[src/rtl/fpu_issue_if.sv]
// fpu_issue_if: decode request, unit start/done and writeback bus of the FPU issue controller
// Ports (slave = controller side):
//   req_*      decode offer, req_ready back to decode
//   issue_*    one-hot unit start pulses
//   div_done   iterative unit completion, div_abort cancels it
//   wb_*       register-file writeback port and selected unit
interface fpu_issue_if;
    logic       req_valid;
    logic       req_ready;
    logic [1:0] req_class;
    logic [4:0] req_rd;
    logic [4:0] req_rs1;
    logic [4:0] req_rs2;
    logic       req_rd_f;
    logic       req_rs1_f;
    logic       req_rs2_f;
    logic       req_use_rs2;
    logic [3:0] req_tag;
    logic       issue_fast;
    logic       issue_add;
    logic       issue_mul;
    logic       issue_div;
    logic       div_done;
    logic       div_abort;
    logic       wb_valid;
    logic [1:0] wb_sel;
    logic [4:0] wb_rd;
    logic       wb_f;
    logic [3:0] wb_tag;
    modport master (
        output req_valid, req_class, req_rd, req_rs1, req_rs2, req_rd_f, req_rs1_f, req_rs2_f,
               req_use_rs2, req_tag, div_done,
        input  req_ready, issue_fast, issue_add, issue_mul, issue_div, div_abort,
               wb_valid, wb_sel, wb_rd, wb_f, wb_tag
    );
    modport slave (
        input  req_valid, req_class, req_rd, req_rs1, req_rs2, req_rd_f, req_rs1_f, req_rs2_f,
               req_use_rs2, req_tag, div_done,
        output req_ready, issue_fast, issue_add, issue_mul, issue_div, div_abort,
               wb_valid, wb_sel, wb_rd, wb_f, wb_tag
    );
endinterface

[src/rtl/fpu_issue_ctrl.sv]
// fpu_issue_ctrl: FPU hazard-checked issue and single-port writeback scheduler
// Ports:
//   clk, rst   clock and synchronous active-high reset
//   i_flush    cancel all in-flight work
//   o_busy     any op pending, reserved or in the divider
//   bus        fpu_issue_if.slave: decode request, unit starts, div done/abort, writeback
module fpu_issue_ctrl #(
    parameter int ADD_LAT = 2,
    parameter int MUL_LAT = 2
) (
    input  logic        clk,
    input  logic        rst,
    input  logic        i_flush,
    output logic        o_busy,
    fpu_issue_if.slave  bus
);
    localparam logic [1:0] C_FAST = 2'd0;
    localparam logic [1:0] C_ADD  = 2'd1;
    localparam logic [1:0] C_MUL  = 2'd2;
    localparam logic [1:0] C_DIV  = 2'd3;
    typedef enum logic [1:0] {DIV_IDLE, DIV_RUN, DIV_HOLD} div_state_t;
    typedef struct packed {
        logic       valid;
        logic [1:0] cls;
        logic [4:0] rd;
        logic       f;
        logic [3:0] tag;
    } rsv_t;
    div_state_t  r_state, w_state_nxt;
    rsv_t        r_rsv [8];
    logic [63:0] r_pend, w_pend_nxt;
    logic [4:0]  r_div_rd;
    logic        r_div_f;
    logic [3:0]  r_div_tag;
    logic [2:0]  w_lat;
    logic        w_hazard, w_accept, w_div_wb, w_wb, w_rsv_any;
    // Pending bits are indexed {file, reg}: int regs 0..31, FP regs 32..63; int x0 is never set.
    assign w_lat = bus.req_class == C_FAST ? 3'd1 :
                   bus.req_class == C_ADD  ? 3'(ADD_LAT) :
                   bus.req_class == C_MUL  ? 3'(MUL_LAT) : 3'd0;
    // Slot check looks at entry L now, because it shifts down to L-1 on the accept edge.
    assign w_hazard = r_pend[{bus.req_rs1_f, bus.req_rs1}] ||
                      (bus.req_use_rs2 && r_pend[{bus.req_rs2_f, bus.req_rs2}]) ||
                      r_pend[{bus.req_rd_f, bus.req_rd}] ||
                      (bus.req_class == C_DIV ? r_state != DIV_IDLE : r_rsv[w_lat].valid);
    assign bus.req_ready  = !rst && !i_flush && r_state != DIV_HOLD && !w_hazard;
    assign w_accept       = bus.req_valid && bus.req_ready;
    assign bus.issue_fast = w_accept && bus.req_class == C_FAST;
    assign bus.issue_add  = w_accept && bus.req_class == C_ADD;
    assign bus.issue_mul  = w_accept && bus.req_class == C_MUL;
    assign bus.issue_div  = w_accept && bus.req_class == C_DIV;
    assign bus.div_abort  = i_flush && !rst && r_state == DIV_RUN;
    // Fixed-latency entries own the port; the divider result fills an empty entry-0 cycle,
    // including the very cycle div_done arrives.
    assign w_div_wb = !r_rsv[0].valid && (r_state == DIV_HOLD || (r_state == DIV_RUN && bus.div_done));
    assign w_wb     = !rst && !i_flush && (r_rsv[0].valid || w_div_wb);
    assign bus.wb_valid = w_wb;
    assign bus.wb_sel   = !w_wb ? 2'd0 : r_rsv[0].valid ? r_rsv[0].cls : C_DIV;
    assign bus.wb_rd    = !w_wb ? 5'd0 : r_rsv[0].valid ? r_rsv[0].rd  : r_div_rd;
    assign bus.wb_f     = w_wb && (r_rsv[0].valid ? r_rsv[0].f : r_div_f);
    assign bus.wb_tag   = !w_wb ? 4'd0 : r_rsv[0].valid ? r_rsv[0].tag : r_div_tag;
    always_comb begin
        w_rsv_any = 1'b0;
        for (int i = 0; i < 8; i++) w_rsv_any = w_rsv_any | r_rsv[i].valid;
    end
    assign o_busy = |r_pend || w_rsv_any || r_state != DIV_IDLE;
    always_comb begin
        w_pend_nxt = r_pend;
        if (w_wb) w_pend_nxt[{bus.wb_f, bus.wb_rd}] = 1'b0;
        if (w_accept && {bus.req_rd_f, bus.req_rd} != 6'd0) w_pend_nxt[{bus.req_rd_f, bus.req_rd}] = 1'b1;
    end
    always_comb begin
        w_state_nxt = r_state == DIV_IDLE && bus.issue_div ? DIV_RUN :
                      r_state == DIV_RUN && bus.div_done ? (w_div_wb ? DIV_IDLE : DIV_HOLD) :
                      r_state == DIV_HOLD && w_div_wb ? DIV_IDLE : r_state;
    end
    always_ff @(posedge clk) begin
        if (rst || i_flush) begin
            r_state <= DIV_IDLE;
            r_pend  <= '0;
            for (int i = 0; i < 8; i++) r_rsv[i] <= '0;
        end else begin
            r_state <= w_state_nxt;
            r_pend  <= w_pend_nxt;
            for (int i = 0; i < 7; i++) r_rsv[i] <= r_rsv[i+1];
            r_rsv[7] <= '0;
            if (w_accept && bus.req_class != C_DIV)
                r_rsv[w_lat - 3'd1] <= {1'b1, bus.req_class, bus.req_rd, bus.req_rd_f, bus.req_tag};
        end
    end
    always_ff @(posedge clk) begin
        if (bus.issue_div) begin
            r_div_rd  <= bus.req_rd;
            r_div_f   <= bus.req_rd_f;
            r_div_tag <= bus.req_tag;
        end
    end
endmodule

[src/flat_wrapper.sv]
// flat-port wrapper written by rule: the top's interface ports become plain ports
module fpu_issue_ctrl_flat 
#(
    parameter int ADD_LAT = 2,
    parameter int MUL_LAT = 2
)
  (clk, rst, i_flush, o_busy, bus_req_valid, bus_req_class, bus_req_rd, bus_req_rs1, bus_req_rs2, bus_req_rd_f, bus_req_rs1_f, bus_req_rs2_f, bus_req_use_rs2, bus_req_tag, bus_div_done, bus_req_ready, bus_issue_fast, bus_issue_add, bus_issue_mul, bus_issue_div, bus_div_abort, bus_wb_valid, bus_wb_sel, bus_wb_rd, bus_wb_f, bus_wb_tag);
  fpu_issue_if bus_i ();
  input  logic clk;
  input  logic rst;
  input  logic i_flush;
  output logic o_busy;
  input wire logic [$bits(bus_i.req_valid)-1:0] bus_req_valid;
  input wire logic [$bits(bus_i.req_class)-1:0] bus_req_class;
  input wire logic [$bits(bus_i.req_rd)-1:0] bus_req_rd;
  input wire logic [$bits(bus_i.req_rs1)-1:0] bus_req_rs1;
  input wire logic [$bits(bus_i.req_rs2)-1:0] bus_req_rs2;
  input wire logic [$bits(bus_i.req_rd_f)-1:0] bus_req_rd_f;
  input wire logic [$bits(bus_i.req_rs1_f)-1:0] bus_req_rs1_f;
  input wire logic [$bits(bus_i.req_rs2_f)-1:0] bus_req_rs2_f;
  input wire logic [$bits(bus_i.req_use_rs2)-1:0] bus_req_use_rs2;
  input wire logic [$bits(bus_i.req_tag)-1:0] bus_req_tag;
  input wire logic [$bits(bus_i.div_done)-1:0] bus_div_done;
  output wire logic [$bits(bus_i.req_ready)-1:0] bus_req_ready;
  output wire logic [$bits(bus_i.issue_fast)-1:0] bus_issue_fast;
  output wire logic [$bits(bus_i.issue_add)-1:0] bus_issue_add;
  output wire logic [$bits(bus_i.issue_mul)-1:0] bus_issue_mul;
  output wire logic [$bits(bus_i.issue_div)-1:0] bus_issue_div;
  output wire logic [$bits(bus_i.div_abort)-1:0] bus_div_abort;
  output wire logic [$bits(bus_i.wb_valid)-1:0] bus_wb_valid;
  output wire logic [$bits(bus_i.wb_sel)-1:0] bus_wb_sel;
  output wire logic [$bits(bus_i.wb_rd)-1:0] bus_wb_rd;
  output wire logic [$bits(bus_i.wb_f)-1:0] bus_wb_f;
  output wire logic [$bits(bus_i.wb_tag)-1:0] bus_wb_tag;
  assign bus_i.req_valid = bus_req_valid;
  assign bus_i.req_class = bus_req_class;
  assign bus_i.req_rd = bus_req_rd;
  assign bus_i.req_rs1 = bus_req_rs1;
  assign bus_i.req_rs2 = bus_req_rs2;
  assign bus_i.req_rd_f = bus_req_rd_f;
  assign bus_i.req_rs1_f = bus_req_rs1_f;
  assign bus_i.req_rs2_f = bus_req_rs2_f;
  assign bus_i.req_use_rs2 = bus_req_use_rs2;
  assign bus_i.req_tag = bus_req_tag;
  assign bus_i.div_done = bus_div_done;
  assign bus_req_ready = bus_i.req_ready;
  assign bus_issue_fast = bus_i.issue_fast;
  assign bus_issue_add = bus_i.issue_add;
  assign bus_issue_mul = bus_i.issue_mul;
  assign bus_issue_div = bus_i.issue_div;
  assign bus_div_abort = bus_i.div_abort;
  assign bus_wb_valid = bus_i.wb_valid;
  assign bus_wb_sel = bus_i.wb_sel;
  assign bus_wb_rd = bus_i.wb_rd;
  assign bus_wb_f = bus_i.wb_f;
  assign bus_wb_tag = bus_i.wb_tag;
  fpu_issue_ctrl #(.ADD_LAT(ADD_LAT), .MUL_LAT(MUL_LAT)) u_core (.clk(clk), .rst(rst), .i_flush(i_flush), .o_busy(o_busy), .bus(bus_i));
endmodule
[config.mk]
export PLATFORM = sky130hd
export DESIGN_NAME = fpu_issue_ctrl_flat
export DESIGN_NICKNAME = d
export VERILOG_FILES = /design/src/rtl/fpu_issue_if.sv /design/src/rtl/fpu_issue_ctrl.sv /design/src/flat_wrapper.sv
export SDC_FILE = /design/constraint.sdc
export NUM_CORES = 1
export LEC_CHECK = 0
export CAP_MARGIN = 25
export CORE_UTILIZATION = 45
export CTS_CLUSTER_SIZE = 12
export DETAILED_ROUTE_END_ITERATION = 8
export GPL_TIMING_DRIVEN = 0
export PLACE_DENSITY = 0.67
export SETUP_SLACK_MARGIN = 0.3
export SLEW_MARGIN = 20
export SYNTH_ARGS = -nofsm -noshare
export SYNTH_HDL_FRONTEND = slang
export SYNTH_SLANG_ARGS = --single-unit
[constraint.sdc]
create_clock -name clk -period 8.02 [get_ports clk]
set_clock_uncertainty 0.05 [all_clocks]
set_input_delay 1.604 -clock clk [delete_from_list [all_inputs] [get_ports clk]]
set_output_delay 1.604 -clock clk [all_outputs]
set_load 0.01 [all_outputs]
==> impl_metrics.json, run 1 <==
{
  "status": "finished clean",
  "peakVddDrop_v": 0.000186,
  "syn2layout_area_growth_pct": 16.8,
  "grt_setup_unrepaired": "false",
  "worst-setup-path-type": "in2out",
  "fin_area_um2": 10200,
  "clk_path_buf_depth": 2,
  "postSynth.asyncResetShare_pct": 0,
  "final_layout_size_suffix_gt1_share_pct": 12.4,
  "via_count": 7578,
  "port_buffers": 45,
  "start_util_pct": 46.3,
  "worst_setup_path_start_kind": "input pin",
  "clock-sinks": 180,
  "cp_data_required_time_ns": 6.37,
  "setup-violations-final": 0,
  "fraction_of_the_mapped_netlist_area_in_compound_gates_pct": 15.6,
  "tightestPinTransition_ns": 0.866,
  "critical_path.max_stage_delay_ns": 0.69,
  "power_frac_seq_pct": 46.2,
  "ff_latch_area_um2": 3700,
  "most-common-layout-cells": "170 x dfxtp_1, 108 x nand2_1, 87 x mux2i_1",
  "power.share.combinational_pct": 7.8,
  "leakage_power_nw": 3.91,
  "avgSynthCellArea_um2": 10.2,
  "diode_insertion_count_for_antenna_repair": 0,
  "worst_setup_path_end_kind": "output port",
  "p_int_w": 0.00144,
  "post_route_setup_tns_ns": 0,
  "timing.final.ws_setup_ns": 0.592,
  "timing.reg2reg.setup_slack_ns": 4.43,
  "synth.yosys.seq_area_share_pct": 42.5,
  "synthDistinctLibCells": 59,
  "synthCells": 855,
  "min_path_type": "reg2reg",
  "gp_congestion": 0.991,
  "worst-path-max-fanout": 10,
  "grt_first_pass_wirelength_mm": 44.0,
  "htree_levels": 4,
  "route.detailed.vias_per_inst": 6.34,
  "chipWidth_um": 141,
  "drc": 0,
  "postSynthRegisterBits": 180,
  "grt_antenna_before_repair": 0,
  "dp.cells": 1160,
  "detail-route-antenna-nets": 0,
  "power.share.clock_pct": 46.0,
  "min_period_over_period_pct": 92.6,
  "detail_route.first_pass.iterations": 5,
  "route.detailed.wl_per_inst_um": 24.3,
  "synth_top_family_by_area": "multiplexers",
  "routed_wirelength_mm": 29.0,
  "fillCellCount": 1677,
  "switching_share_pct": 26.5,
  "dp_hpwl_mm": 20.5,
  "maxcap_viol_count": 0,
  "synth-edff-count": 10,
  "gr-usage-all-layers_pct": 29.8,
  "overflow": 0,
  "multiInputGateArea_um2": 4620,
  "postPlaceCellArea_um2": 9490,
  "layout_min_cycle_time_ns": 7.43,
  "ioPinCount": 50,
  "synth_area_um2": 8710,
  "pre_cts_ws_ns": -0.812,
  "worst_skew_pair.late_latency_ns": 0.43,
  "tritoncts": "done",
  "placement_rows": 50,
  "clock_tree.root_cell": "clkbuf_16",
  "net-switching-power_w": 0.000519,
  "power_per_cell_area_nw_per_um2": 192,
  "core_region_area_um2": 18800,
  "ys.warnings.count": 0,
  "drt-initial-drc-count": 968,
  "grt_start_max_net_pins": 21,
  "synth_flop_cell": "dfxtp_1",
  "commonest_non_fill_non_tap_cell_in_the_layout": "dfxtp_1",
  "cp_data_arrival_time_ns": 5.77,
  "die-height_um": 141,
  "hold_viol_final": 0,
  "finished_layout_cells": 1195,
  "critical-path-slowest-cell": "clkdlybuf4s50_1",
  "worst_hold_check_slack_ns": 0.377,
  "cts.reportedPaths.clkPinSlew_ns": 0.07,
  "max_transition_margin_pct": 42.3,
  "synth-adder-area-share_pct": 0.862,
  "synthXorXnorAreaFrac_pct": 0,
  "hold_fix_buffer_count_after_cts": 0,
  "timing_max_transition_violations_final": 0,
  "cts_made_buffers": 17,
  "die_area_um2": 19900,
  "nNetsFinal": 958,
  "maximum_clock_rate_mhz": 135,
  "synth.net_count": 891,
  "synth_simple_gate_area_share_pct": 16.2,
  "via_count_of_the_first_global_routing_pass": 7157,
  "synth.area.mux_share_pct": 20.3,
  "cp_cell_sequence": "clkdlybuf4s50_1 > buf_2 > inv_1 > buf_2 > a221o_1 > a221oi_1 > o32ai_1 > nor4_4 > buf_4 > clkbuf_1 > and3_1 > clkdlybuf4s50_1"
}
==> metrics by stage <==
stage               util (%)  power [W]
floorplan                  -    0.00101
global placement        50.4    0.00107
detailed placement      50.4    0.00107
CTS                     53.9    0.00196
global route            54.0    0.00201
finish                  54.0    0.00196
==> kinds of logic (layout without fill, tap and decap cells) <==
family / count (synthesis) / after routing
adder cells (fa/ha/maj): 6 / 6
AO/OA/AOI/OAI: 185 / 185
buffers and inverters: 90 / 170
flip-flops: 180 / 180
AND/OR/NAND/NOR: 263 / 263
multiplexers: 131 / 131
==> power by group through the flow <==
stage / sequential, W / clock [W] / combinational [W]
detailed placement: 0.000927 / 0 / 0.000146
CTS: 0.000906 / 0.000906 / 0.000148
global placement: 0.000926 / 0 / 0.000147
floorplan: 0.000926 / 0 / 0.0000847
global route: 0.000906 / 0.000944 / 0.000159
finish: 0.000906 / 0.000900 / 0.000153
==> path summary, 6_finish.rpt <==
check / start / end / cells after the start
min reg2reg: u_core.r_rsv[7][5]$_SDFF_PN0_ / u_core.r_rsv[6][5]$_DFF_P_ / 1
min: u_core.r_rsv[7][5]$_SDFF_PN0_ / u_core.r_rsv[6][5]$_DFF_P_ / 1
max reg2reg: u_core.r_pend[13]$_SDFF_PN0_ / u_core.r_div_rd[2]$_DFFE_PP_ / 9
max: bus_req_rd[1] / bus_issue_add / 12
==> cell type report <==
class,instances,area share (%)
plain buffers,67,3.03
clock inverters,15,2.27
inverters,23,0.848
flip-flops and latches,180,36.4
well taps,260,3.20
clock buffers,17,4.18
multi-input cells,585,45.4
repair buffers,48,4.65
==> registers in the layout (all words and copies together), names as in the netlist <==
register	cells
u_core.r_rsv	104
u_core.r_div_f	1
u_core.r_div_tag	4
u_core.r_state	2
u_core.r_pend	64
u_core.r_div_rd	5
==> timing repair <==
item / 4_1_cts / 5_1_grt
pin swaps: 1 / 1
gates resized for setup: 3 / 1
endpoints found under the setup margin: 1 / 1
setup buffers: 1 / 2
==> layer usage <==
layer	global-route usage (%)	routed length [um]
met2	43.3	12400
met3	7.27	2890
met1	41.0	12500
met4	15.1	1310
met5	0	0
==> cell usage after synthesis, drive strengths merged, types with 8 or more instances <==
master / n / area, um^2
dfxtp: 170 / 3400
nand2: 109 / 412
mux2i: 87 / 871
o211ai: 57 / 428
o31ai: 56 / 420
clkbuf: 39 / 146
mux4: 36 / 811
nor4: 31 / 209
and2: 28 / 175
buf: 28 / 159
inv: 23 / 86.3
nor2: 23 / 86.3
a21oi: 15 / 75.1
nand4: 15 / 130
o21ai: 12 / 60.1
edfxtp: 10 / 300
nor3: 9 / 45.0
mux2: 8 / 90.1
==> critical path, delay by kind of cell <==
family / cells / cell delay, ns
buffers and inverters: 7 / 2.64
AO/OA/AOI/OAI: 3 / 0.93
AND/OR/NAND/NOR: 2 / 0.57
No activity file was read; power rests on OpenSTA's default activity.
==> run 2, diff against run 1 <==
--- a/config.mk
+++ b/config.mk
@@ -9,7 +9,6 @@
 export CORE_UTILIZATION = 45
 export CTS_CLUSTER_SIZE = 12
 export DETAILED_ROUTE_END_ITERATION = 8
-export GPL_TIMING_DRIVEN = 0
 export PLACE_DENSITY = 0.67
 export SETUP_SLACK_MARGIN = 0.3
 export SLEW_MARGIN = 20
==> run 2 against run 1 <==
Effect of this change:
- clock-buffer cell count is the same
- cell area is 1.6% lower
- worst hold slack gained 0.0026 ns
- cell count fell by 4.1%
- critical path type unchanged
- critical endpoint is now bus_issue_div
==> impl_metrics.json, run 2 (synthesized netlist as in run 1, its figures left out) <==
{
  "layout.core_utilization_pct": 53.2,
  "worst-path-max-fanout": 14,
  "ioPinCount": 50,
  "max_flop_register": "u_core.r_rsv",
  "start_util_pct": 46.3,
  "grt_antenna_before_repair": 0,
  "cts.reportedPaths.clkPinSlew_ns": 0.08,
  "leakage_power_nw": 3.83,
  "worst_setup_path_start_kind": "input pin",
  "diode_insertion_count_for_antenna_repair": 0,
  "clock_tree.root_cell": "clkbuf_16",
  "cp_data_arrival_time_ns": 5.41,
  "core_region_area_um2": 18800,
  "detail-route-antenna-nets": 0,
  "drc": 0,
  "ff_latch_area_um2": 3700,
  "worst_setup_path_end_kind": "output port",
  "overflow": 0,
  "gr-usage-all-layers_pct": 28.5,
  "chipWidth_um": 141,
  "via_count": 7291,
  "tightestPinTransition_ns": 0.853,
  "cts.repair.resized": 0,
  "dp_hpwl_mm": 18.3,
  "detail_route.first_pass.iterations": 7,
  "gp_congestion": 0.946,
  "clk_path_buf_depth": 2,
  "min_period_over_period_pct": 88.0,
  "hold_fix_buffer_count_after_cts": 0,
  "maxcap_viol_count": 0,
  "power_per_cell_area_nw_per_um2": 192,
  "commonest_non_fill_non_tap_cell_in_the_layout": "dfxtp_1",
  "grt_setup_unrepaired": "false",
  "die-height_um": 141,
  "finished_layout_cells": 1146,
  "worst-setup-path-type": "in2out",
  "final_layout_size_suffix_gt1_share_pct": 12.0,
  "via_count_of_the_first_global_routing_pass": 7037,
  "placement_rows": 50,
  "grt_first_pass_wirelength_mm": 42.5,
  "routed_wirelength_mm": 27.1,
  "post_route_setup_tns_ns": 0,
  "die_area_um2": 19900,
  "multiInputGateArea_um2": 4630,
  "dp.cells": 1113,
  "most-common-layout-cells": "170 x dfxtp_1, 108 x nand2_1, 87 x mux2i_1",
  "route.detailed.wl_per_inst_um": 23.6,
  "max_transition_margin_pct": 43.0,
  "layout_min_cycle_time_ns": 7.06,
  "port_buffers": 49,
  "clock-sinks": 180,
  "syn2layout_area_growth_pct": 14.9,
  "fin_area_um2": 10000,
  "route.detailed.vias_per_inst": 6.36,
  "hold_viol_final": 0,
  "drt-initial-drc-count": 813,
  "cp_data_required_time_ns": 6.37,
  "setup-violations-final": 0,
  "reg.largest.list": "u_core.r_rsv (104), u_core.r_pend (64), u_core.r_div_rd (5)",
  "worst_skew_pair.late_latency_ns": 0.44,
  "peakVddDrop_v": 0.000133,
  "cts_made_buffers": 17,
  "post_cts.repair.setup_buffers": 0,
  "htree_levels": 4,
  "grt_start_max_net_pins": 119,
  "number_of_flip_flops_under_the_largest_register_name": 104,
  "timing_max_transition_violations_final": 0,
  "status": "finished clean",
  "fillCellCount": 1664,
  "min_path_type": "reg2reg",
  "nNetsFinal": 909,
  "postPlaceCellArea_um2": 9350,
  "tritoncts": "done",
  "worst_hold_check_slack_ns": 0.380,
  "maximum_clock_rate_mhz": 142
}
## run 2: cell types whose count changed in the layout (fill, tap and decap cells not counted), sizes merged
cell / change
buf: -13
bufinv: -2
clkbuf: -40
clkdlybuf4s50: +4
clkinv: +2
## run 2: worst paths after layout
path / end / slack, ns / startpoint / cells after the start
setup / recovery: bus_issue_div / 0.96 / bus_req_rs2[1] / 11
hold / removal: u_core.r_rsv[6][9]$_DFF_P_ / 0.38 / u_core.r_rsv[7][9]$_SDFF_PN0_ / 1
setup reg to reg: u_core.r_rsv[1][4]$_DFF_P_ / 4.70 / u_core.r_pend[9]$_SDFF_PN0_ / 7
hold reg to reg: u_core.r_rsv[6][9]$_DFF_P_ / 0.38 / u_core.r_rsv[7][9]$_SDFF_PN0_ / 1
## run 2: power by group
| part | internal, W | total (W) | switching [W] |
|---|---|---|---|
| Clock | 0.000437 | 0.000876 | 0.000438 |
| Combinational | 0.0000471 | 0.000141 | 0.0000939 |
| Sequential | 0.000904 | 0.000906 | 0.00000191 |
## run 2: layout make-up
class,count,share of cell area (%)
clock buffer,17,4.25
sequential,180,37.0
timing repair buffer,66,6.21
inverter,23,0.863
multi-input combinational,585,46.2
clock inverter,15,2.20
tap,260,3.25
## run 2: layer usage
metal	track usage, %	share of wire [%]	up-vias	wire [um]
li1	-	-	3288	-
met1	39.6	43	3529	11600
met2	41.8	44	396	11900
met3	6.86	9.1	78	2470
met4	12.4	4.1	0	1110
met5	0	0	-	0
## run 2: through the flow
step / power, W / setup slack, ns
final: 0.00192 / 0.959
after global routing: 0.00199 / 0.739
after CTS: 0.00193 / 0.908
after detailed placement: 0.00106 / 0.910
after global placement: 0.00106 / 0.964
after floorplan: 0.00101 / 1.80
## run 2: critical path, cell delays in order
cell,delay [ns]
clkdlybuf4s50_1,0.96
mux4_2,0.60
mux4_2,0.48
a2bb2oi_1,0.14
and4b_4,0.21
nor3b_4,0.19
buf_4,0.25
nand2_2,0.08
nor2_1,0.11
buf_4,0.22
clkdlybuf4s50_1,0.56
==> run 3, diff against run 2 <==
--- a/config.mk
+++ b/config.mk
@@ -6,10 +6,10 @@
 export NUM_CORES = 1
 export LEC_CHECK = 0
 export CAP_MARGIN = 25
-export CORE_UTILIZATION = 45
+export CORE_UTILIZATION = 57
 export CTS_CLUSTER_SIZE = 12
 export DETAILED_ROUTE_END_ITERATION = 8
-export PLACE_DENSITY = 0.67
+export PLACE_DENSITY = 0.81
 export SETUP_SLACK_MARGIN = 0.3
 export SLEW_MARGIN = 20
 export SYNTH_ARGS = -nofsm -noshare
==> run 3 against run 2 <==
Effect of this change:
- via count increased by 3.8%
- largest power group is now clock
- the run now ends with DRC left
- combinational power hardly changed
- register-to-register slack worse by 0.10 ns
- clock-buffer cell count unchanged
- critical endpoint unchanged
==> impl_metrics.json, run 3 (synthesized netlist as in run 1, its figures left out) <==
{
  "gr-usage-all-layers_pct": 33.7,
  "grt_first_pass_wirelength_mm": 40.5,
  "die-height_um": 126,
  "via_count_of_the_first_global_routing_pass": 6960,
  "hold_viol_final": 0,
  "detail_route.first_pass.iterations": 8,
  "core_region_area_um2": 14700,
  "overflow": 0,
  "commonest_non_fill_non_tap_cell_in_the_layout": "dfxtp_1",
  "worst_setup_path_end_kind": "output port",
  "min_path_type": "reg2reg",
  "post_route_setup_tns_ns": 0,
  "reg.largest.list": "u_core.r_rsv (104), u_core.r_pend (64), u_core.r_div_rd (5)",
  "hold_fix_buffer_count_after_cts": 0,
  "setup-violations-final": 0,
  "maximum_clock_rate_mhz": 141,
  "maxcap_viol_count": 0,
  "number_of_flip_flops_under_the_largest_register_name": 104,
  "min_period_over_period_pct": 88.1,
  "nNetsFinal": 905,
  "finished_layout_cells": 1066,
  "critical_path.n_buffers_inverters": 4,
  "worst_setup_path_start_kind": "input pin",
  "drt-initial-drc-count": 1194,
  "placement_rows": 44,
  "layout_min_cycle_time_ns": 7.07,
  "power_per_cell_area_nw_per_um2": 197,
  "detail-route-antenna-nets": 0,
  "route.detailed.wl_per_inst_um": 24.3,
  "clock_tree.root_cell": "clkbuf_16",
  "ff_latch_area_um2": 3700,
  "post_cts.repair.setup_buffers": 0,
  "violations_in_the_final_reports": "DRC",
  "clock-sinks": 180,
  "worst_skew_pair.late_latency_ns": 0.44,
  "dp_hpwl_mm": 16.9,
  "cp_data_required_time_ns": 6.37,
  "grt_setup_unrepaired": "false",
  "multiInputGateArea_um2": 4620,
  "worst-path-max-fanout": 14,
  "most-common-layout-cells": "170 x dfxtp_1, 108 x nand2_1, 87 x mux2i_1",
  "clk_path_buf_depth": 2,
  "cts.repair.resized": 0,
  "cp_data_arrival_time_ns": 5.41,
  "timing_max_transition_violations_final": 0,
  "chipWidth_um": 126,
  "status": "complete, but fails checks",
  "cts_made_buffers": 17,
  "routed_wirelength_mm": 25.9,
  "htree_levels": 4,
  "max_flop_register": "u_core.r_rsv",
  "die_area_um2": 15800,
  "gp_congestion": 1.01,
  "critical-path-top-delay-family": "buffers and inverters",
  "tightestPinTransition_ns": 0.932,
  "peakVddDrop_v": 0.000175,
  "drc": 5,
  "via_count": 7567,
  "cts.reportedPaths.clkPinSlew_ns": 0.07,
  "dp.cells": 1034,
  "final_layout_size_suffix_gt1_share_pct": 11.5,
  "cp_cell_sequence": "clkdlybuf4s50_1 > mux4_2 > mux4_2 > a2bb2oi_1 > and4b_4 > nor3b_4 > buf_4 > nand2_2 > nor2_1 > buf_4 > clkdlybuf4s50_1",
  "worst-setup-path-type": "in2out",
  "leakage_power_nw": 3.83,
  "pre_cts_ws_ns": 0.944,
  "grt_start_max_net_pins": 87,
  "ioPinCount": 50,
  "max_transition_margin_pct": 37.4,
  "critical_path.max_stage_delay_ns": 0.93,
  "fillCellCount": 1102,
  "port_buffers": 49,
  "critical-path-slowest-cell": "clkdlybuf4s50_1",
  "route.detailed.vias_per_inst": 7.10,
  "syn2layout_area_growth_pct": 13.7,
  "grt_antenna_before_repair": 0,
  "tritoncts": "done",
  "start_util_pct": 59.3,
  "diode_insertion_count_for_antenna_repair": 0,
  "timing.final.ws_setup_ns": 0.953
}
run 3: area by class of cell:
class	instances	area share [%]
clock buffer	17	4.30
clock inverter	15	2.31
inverter	23	0.872
multi-input combinational	585	46.7
sequential	180	37.4
tap	184	2.32
timing repair buffer	62	6.14
run 3: path summary, 6_finish.rpt:
path / start / end / slack (ns) / cells after the start
hold / removal: u_core.r_rsv[4][8]$_DFF_P_ / u_core.r_rsv[3][8]$_DFF_P_ / 0.38 / 1
setup / recovery: bus_req_rs2[1] / bus_issue_div / 0.95 / 11
hold reg to reg: u_core.r_rsv[4][8]$_DFF_P_ / u_core.r_rsv[3][8]$_DFF_P_ / 0.38 / 1
setup reg to reg: u_core.r_pend[10]$_SDFF_PN0_ / u_core.r_rsv[1][9]$_DFF_P_ / 4.60 / 7
run 3: metrics by stage:
step                      utilization [%]  hold WS (ns)  cell area [um^2]  total power, W
after floorplan                         -         0.356              8710         0.00101
after global placement               62.7         0.357              9220         0.00106
after detailed placement             62.9         0.360              9250         0.00106
after CTS                            67.4         0.381              9900         0.00195
after global routing                 67.4         0.390              9900         0.00200
final                                67.4         0.378              9900         0.00195
run 3: routing by layer:
metal / routed length (um) / part of all wire [%] / track usage (%)
met1: 10700 / 41 / 46.6
met2: 11000 / 42 / 48.9
met3: 2900 / 11 / 8.54
met4: 1300 / 5.0 / 16.9
met5: 0 / 0 / 0
run 3: power by group:
part / internal (W) / switching (W) / leakage, nW / total, W
Combinational: 0.0000469 / 0.0000926 / 2.05 / 0.000140
Sequential: 0.000904 / 0.00000194 / 1.46 / 0.000906
Clock: 0.000489 / 0.000421 / 0.317 / 0.000910
